<file path="src/rtl/keypad_adder_ctrl.sv">
// Sequencing controller between the keypad scanner and a bit-serial adder:
// debounces scanner hits into key events, builds two operands, then runs the adder LSB first.
module keypad_adder_ctrl #(
    parameter int WIDTH   = 8,
    parameter int RELEASE = 32
) (
    input  logic             clk,
    input  logic             rst_n,
    input  logic             key_valid,
    input  logic [4:0]       key_code,
    output logic             sa_clr,
    output logic             sa_en,
    output logic             sa_a,
    output logic             sa_b,
    input  logic             sa_sum,
    input  logic             sa_cout,
    output logic [WIDTH:0]   result,
    output logic             result_valid,
    output logic             busy,
    output logic [1:0]       phase
);

    localparam int KW = (WIDTH > 1) ? $clog2(WIDTH) : 1;
    localparam int CW = (RELEASE > 1) ? $clog2(RELEASE) : 1;
    localparam logic [KW-1:0] K_LAST = KW'(WIDTH - 1);
    localparam logic [CW-1:0] C_LAST = CW'(RELEASE - 1);

    typedef enum logic [2:0] {
        S_ENTRY_A,
        S_ENTRY_B,
        S_CLR,
        S_ADD,
        S_DONE
    } state_t;

    state_t          state_q, state_d;
    logic [WIDTH-1:0] op_a, op_b, op_a_d, op_b_d;
    logic [KW-1:0]   k;
    logic            armed;
    logic [CW-1:0]   idle_cnt;
    logic            hit, key_evt, is_enter, is_clear;
    logic [3:0]      digit;

    function automatic logic [WIDTH-1:0] shift_in(input logic [WIDTH-1:0] op,
                                                   input logic [3:0]       d);
        return (op << 4) | WIDTH'(d);
    endfunction

    assign hit      = key_valid && (key_code != 5'd0);
    assign key_evt  = hit && armed;
    assign is_enter = (key_code == 5'd16);
    assign is_clear = (key_code == 5'd12);
    assign digit    = key_code[3:0];

    // A held key keeps restarting the idle count, so it yields only one event.
    always_ff @(posedge clk or negedge rst_n) begin
        if (!rst_n) begin
            armed    <= 1'b1;
            idle_cnt <= '0;
        end else if (hit) begin
            armed    <= 1'b0;
            idle_cnt <= '0;
        end else if (!armed) begin
            if (idle_cnt == C_LAST) begin
                armed    <= 1'b1;
                idle_cnt <= '0;
            end else begin
                idle_cnt <= idle_cnt + 1'b1;
            end
        end
    end

    always_ff @(posedge clk or negedge rst_n) begin
        if (!rst_n) begin
            state_q <= S_ENTRY_A;
            op_a    <= '0;
            op_b    <= '0;
        end else begin
            state_q <= state_d;
            op_a    <= op_a_d;
            op_b    <= op_b_d;
        end
    end

    always_comb begin
        state_d = state_q;
        op_a_d  = op_a;
        op_b_d  = op_b;
        sa_clr  = 1'b0;
        sa_en   = 1'b0;
        sa_a    = 1'b0;
        sa_b    = 1'b0;
        case (state_q)
            S_ENTRY_A: begin
                if (key_evt) begin
                    if (is_enter) begin
                        state_d = S_ENTRY_B;
                        op_b_d  = '0;
                    end else if (is_clear) begin
                        op_a_d = '0;
                        op_b_d = '0;
                    end else begin
                        op_a_d = shift_in(op_a, digit);
                    end
                end
            end
            S_ENTRY_B: begin
                if (key_evt) begin
                    if (is_enter) begin
                        state_d = S_CLR;
                    end else if (is_clear) begin
                        state_d = S_ENTRY_A;
                        op_a_d  = '0;
                        op_b_d  = '0;
                    end else begin
                        op_b_d = shift_in(op_b, digit);
                    end
                end
            end
            S_CLR: begin
                sa_clr  = 1'b1;
                state_d = S_ADD;
            end
            S_ADD: begin
                sa_en = 1'b1;
                sa_a  = op_a[k];
                sa_b  = op_b[k];
                if (k == K_LAST) begin
                    state_d = S_DONE;
                end
            end
            S_DONE: begin
                // A digit here starts a fresh A, so the user can type the next sum directly.
                if (key_evt && !is_enter) begin
                    state_d = S_ENTRY_A;
                    op_b_d  = '0;
                    op_a_d  = is_clear ? '0 : WIDTH'(digit);
                end
            end
            default: begin
                state_d = S_ENTRY_A;
            end
        endcase
    end

    always_ff @(posedge clk or negedge rst_n) begin
        if (!rst_n) begin
            k      <= '0;
            result <= '0;
        end else if (state_q == S_CLR) begin
            k      <= '0;
            result <= '0;
        end else if (state_q == S_ADD) begin
            k <= k + 1'b1;
            for (int i = 0; i < WIDTH; i++) begin
                if (k == KW'(i)) begin
                    result[i] <= sa_sum;
                end
            end
            if (k == K_LAST) begin
                result[WIDTH] <= sa_cout;
            end
        end
    end

    assign result_valid = (state_q == S_DONE);
    assign busy         = (state_q == S_CLR) || (state_q == S_ADD);

    always_comb begin
        phase = 2'd0;
        case (state_q)
            S_ENTRY_A: phase = 2'd0;
            S_ENTRY_B: phase = 2'd1;
            S_CLR,
            S_ADD:     phase = 2'd2;
            S_DONE:    phase = 2'd3;
            default:   phase = 2'd0;
        endcase
    end

endmodule
</file>
<file path="config.mk">
export PLATFORM = sky130hd
export DESIGN_NAME = keypad_adder_ctrl
export DESIGN_NICKNAME = d
export VERILOG_FILES = /design/src/rtl/keypad_adder_ctrl.sv
export SDC_FILE = /design/constraint.sdc
export NUM_CORES = 1
export LEC_CHECK = 0
export ABC_AREA = 1
export CAP_MARGIN = 0
export CORE_UTILIZATION = 50
export CTS_CLUSTER_DIAMETER = 120
export DETAILED_ROUTE_END_ITERATION = 7
export HOLD_SLACK_MARGIN = 0.15
export PLACE_DENSITY = 0.8
export SETUP_SLACK_MARGIN = 0.4
export SLEW_MARGIN = 20
export SYNTH_ARGS = -nofsm -noshare
export SYNTH_HDL_FRONTEND = slang
export SYNTH_SLANG_ARGS = --single-unit
</file>
<file path="constraint.sdc">
create_clock -name clk -period 1.6 [get_ports clk]
set_clock_uncertainty 0.15 [all_clocks]
set_input_delay 0.32 -clock clk [delete_from_list [all_inputs] [get_ports clk]]
set_output_delay 0.32 -clock clk [all_outputs]
set_load 0.01 [all_outputs]
</file>
==> out/metrics.yaml <==
outcome:
  status: "complete, but fails checks"
  violations: "setup timing"
synthesis:
  synth-seq-area-share_pct: 40.78
  synth_top_family_by_area: "simple AND/OR/NAND/NOR gates"
  syn_area_um2: 2273
  yosys.area_share.xor_xnor_pct: 0.7705
  yosys.area.top_type: "dfrtp_1"
  synthTopCellsByCount: "nand2_1, dfrtp_1, inv_1"
  yosysTopAreaCellShare_pct: 39.63
  yosysMostFrequentCell: "nand2_1"
  synth_seq_cells: 37
  synth_cells: 281
  ys_async_sr_fraction_pct: 100.0
  syn_area_per_cell_um2: 8.090
  synth_cell_types: 30
  synth_compound_area_share_pct: 8.806
  synthAdderAreaFrac_pct: 4.403
  synthTopCellsByArea: "dfrtp_1, nand2_1, inv_1"
  synth_edf_count: 0
  muxShareOfSynthArea_pct: 2.642
  synthFlopType: "dfrtp_1"
  yosysWarnings: 0
  syn-num-nets: 299
  synth-simple-area-share_pct: 34.07
power:
  p_leak_uw: 0.001964
  ir_drop_mv: 0.4529
  power_uw: 2112
  powerDensity_nw_per_um2: 547.6
timing:
  slew_headroom_pct: 70.78
  timing.final.ws_setup_ns: -0.6635
  fmax_mhz: 441.8
  tightest_slew_ns: 0.4337
  hold_viol_final: 0
  maxSlewViolCount: 0
  setup_viol: 37
  grt_setup_unrepaired: "yes"
  period_minus_slack_ns: 2.263
  finalCritPeriodShare_pct: 141.5
finish:
  syn_to_final_growth_pct: 69.68
  nNetsFinal: 426
  final_layout_size_suffix_gt1_share_pct: 56.48
  antenna_cells: 0
  finalInstanceArea_um2: 3857
critical_path:
  reg2regPathDepth: 9
  critPathMaxStageDelay_ns: 0.48
  cp_common_cell: "a21oi_2"
  crit_path_end: "sa_b"
  path_depth: 7
  crit_arrival_ns: 1.79
  crit_family: "flip-flops"
  critPathCaptureType: "output pin"
  r2r_slack_ns: -0.51
  r2r-start: "k[0]"
  cp-start-kind: "register"
  crit_buf_inv: 2
  worstPathMaxFanout: 7
  crit_path_top_delay_cell: "dfrtp_2"
  critPathLaunch: "k[0]"
  r2r-end: "state_q[0]"
  worstSetupPathType: "register to output pin"
  cp_cell_sequence: "clkinv_4 > a21oi_2 > o21ai_1 > nand2_1 > nand2_2 > a21oi_2 > buf_2"
  worst_ep_required_time_ns: 1.13
floorplanning:
  die_h_um: 69.43
  dieArea_um2: 4821
  io_pins: 27
  core-area_um2: 4354
  start_util_pct: 52.21
  die_w_um: 69.43
  row_count: 24
min_path:
  hold_path_class: "primary input to asynchronous set/reset pin"
grt:
  grt_first_pass_wirelength_um: 13770
  grt_use_met1_pct: 43.25
  grt_use_total_pct: 37.35
  grt_use_met3_pct: 9.738
  grt-busiest-layer: "met2"
  grt_max_degree: 38
  grt_pass1_vias: 2709
  antenna_found_initial: 0
  gr-total-overflow: 0
  gr-usage-met2_pct: 62.24
clock_tree:
  postCtsHoldBufs: 0
  clk_latency_ns: 0.31
  cts_tree: "built"
  path_clk_slew_ns: 0.08
  cts_num_sinks: 37
  cts_buffer_depth: 2
  root_buffer: "clkbuf_8"
  numCtsBuffers: 5
  htreeDepth: 2
drt:
  wl_per_cell_um: 23.32
  dr.first_iter.drc_count: 267
  drc: 0
  routed_wl_um: 10750
  via_per_inst: 6.306
  vias: 2907
  final_antenna_net_count: 0
  first_pass_iters: 5
placement:
  place_area_um2: 3094
  port-buffer-count: 26
  dp_hpwl_um: 4092
  globalplace.congestion: 0.8633
run:
  cap_viol_max_count: 0
[sequential cells by signal, summed over array words and instances, names as in the netlist]
name / flops
op_a: 8
op_b: 8
idle_cnt: 5
result: 9
k: 3
state_q: 3
armed: 1
[cells in the final DEF, fill, tap and decap left out, types with 2 or more instances in the layout]
cell / n
buf_4: 68
nand2_1: 45
buf_6: 35
dfrtp_1: 33
nand2_2: 29
nor2_1: 22
inv_1: 20
nand4_1: 16
o21ai_1: 12
buf_2: 11
nand3_4: 8
nor2_4: 8
o21ai_2: 8
inv_4: 6
mux2i_1: 6
clkbuf_8: 6
inv_2: 5
nand2_4: 5
a21oi_2: 5
nand3_2: 5
nand3_1: 4
ha_4: 4
clkdlybuf4s50_1: 4
nor2_2: 3
o22ai_2: 3
clkinv_1: 3
nor2_8: 3
ha_1: 3
clkbuf_2: 3
dfrtp_2: 3
o22ai_1: 2
o21ai_4: 2
o21ai_0: 2
buf_12: 2
[layout make-up]
class                   count  area (um^2)
flip-flops and latches     37        930.9
multi-input cells         201         1486
fillers                   160        496.7
repair buffers            125         1080
inverters                  37        175.2
repair inverters            1        3.754
well taps                  52        65.06
clock inverters             1        30.03
clock buffers               7        86.33
[where the power goes]
part / leakage, uW / internal, uW / switching (uW)
registers: 0.000493 / 950 / 20.7
clock network: 0.0000585 / 509 / 392
logic: 0.00141 / 111 / 129
[routing by layer]
layer  up-vias  wire length (um)
met2       262              4949
met3        82              1192
met4         0               809
met1      1391              3800
met5         -                 0
li1       1172                 -
[logic make-up (layout without fill, tap and decap cells)]
family | Yosys count | count (layout)
compound gates | 36 | 36
buf+inv | 43 | 171
mux | 6 | 6
fa+ha+maj | 8 | 8
flops | 37 | 37
xor+xnor | 2 | 2
simple gates | 149 | 149
[stage by stage]
step	hold slack (ns)	setup TNS, ns	util (%)	worst slack [ns]	instances
final	0.2427	-8.725	88.59	-0.6635	461
after global routing	0.2698	-9.933	88.59	-0.6810	461
after CTS	0.2596	-3.583	80.40	-0.3101	443
after detailed placement	0.3175	-10.86	71.06	-0.4354	413
after global placement	0.3140	-9.487	71.06	-0.3880	413
after floorplan	-0.1256	0	-	0.09812	281
[worst min-delay path by stage]
| stage | from | to | slack, ns | depth (start not counted) |
|---|---|---|---|---|
| after floorplan | rst_n | idle_cnt[0] | -0.13 | 0 |
| after global placement | result[4] | result[4] | 0.31 | 2 |
| after detailed placement | result[4] | result[4] | 0.32 | 2 |
| after CTS | rst_n | idle_cnt[2] | 0.26 | 2 |
| after global routing | rst_n | result[1] | 0.27 | 2 |
| final | rst_n | result[8] | 0.24 | 2 |
[worst register-to-register path: stages (launching register included)]
cell and delay [ns]:
dfrtp_2 0.48, buf_4 0.23, ha_4 0.18, ha_4 0.18
or2_4 0.14, nand2_2 0.06, nor2_2 0.16, nand2_1 0.13
nand2_1 0.14, nand2_1 0.12
[what timing repair did]
action / CTS / global route
setup buffers: 21 / 18
gates resized for setup: 142 / 76
pin swaps: 35 / 29
endpoints found under the setup margin: 54 / 54
hold endpoints to repair: 0 / 0
gates cloned: 1 / 0
Note: power is estimated with default switching activity, not from simulation.
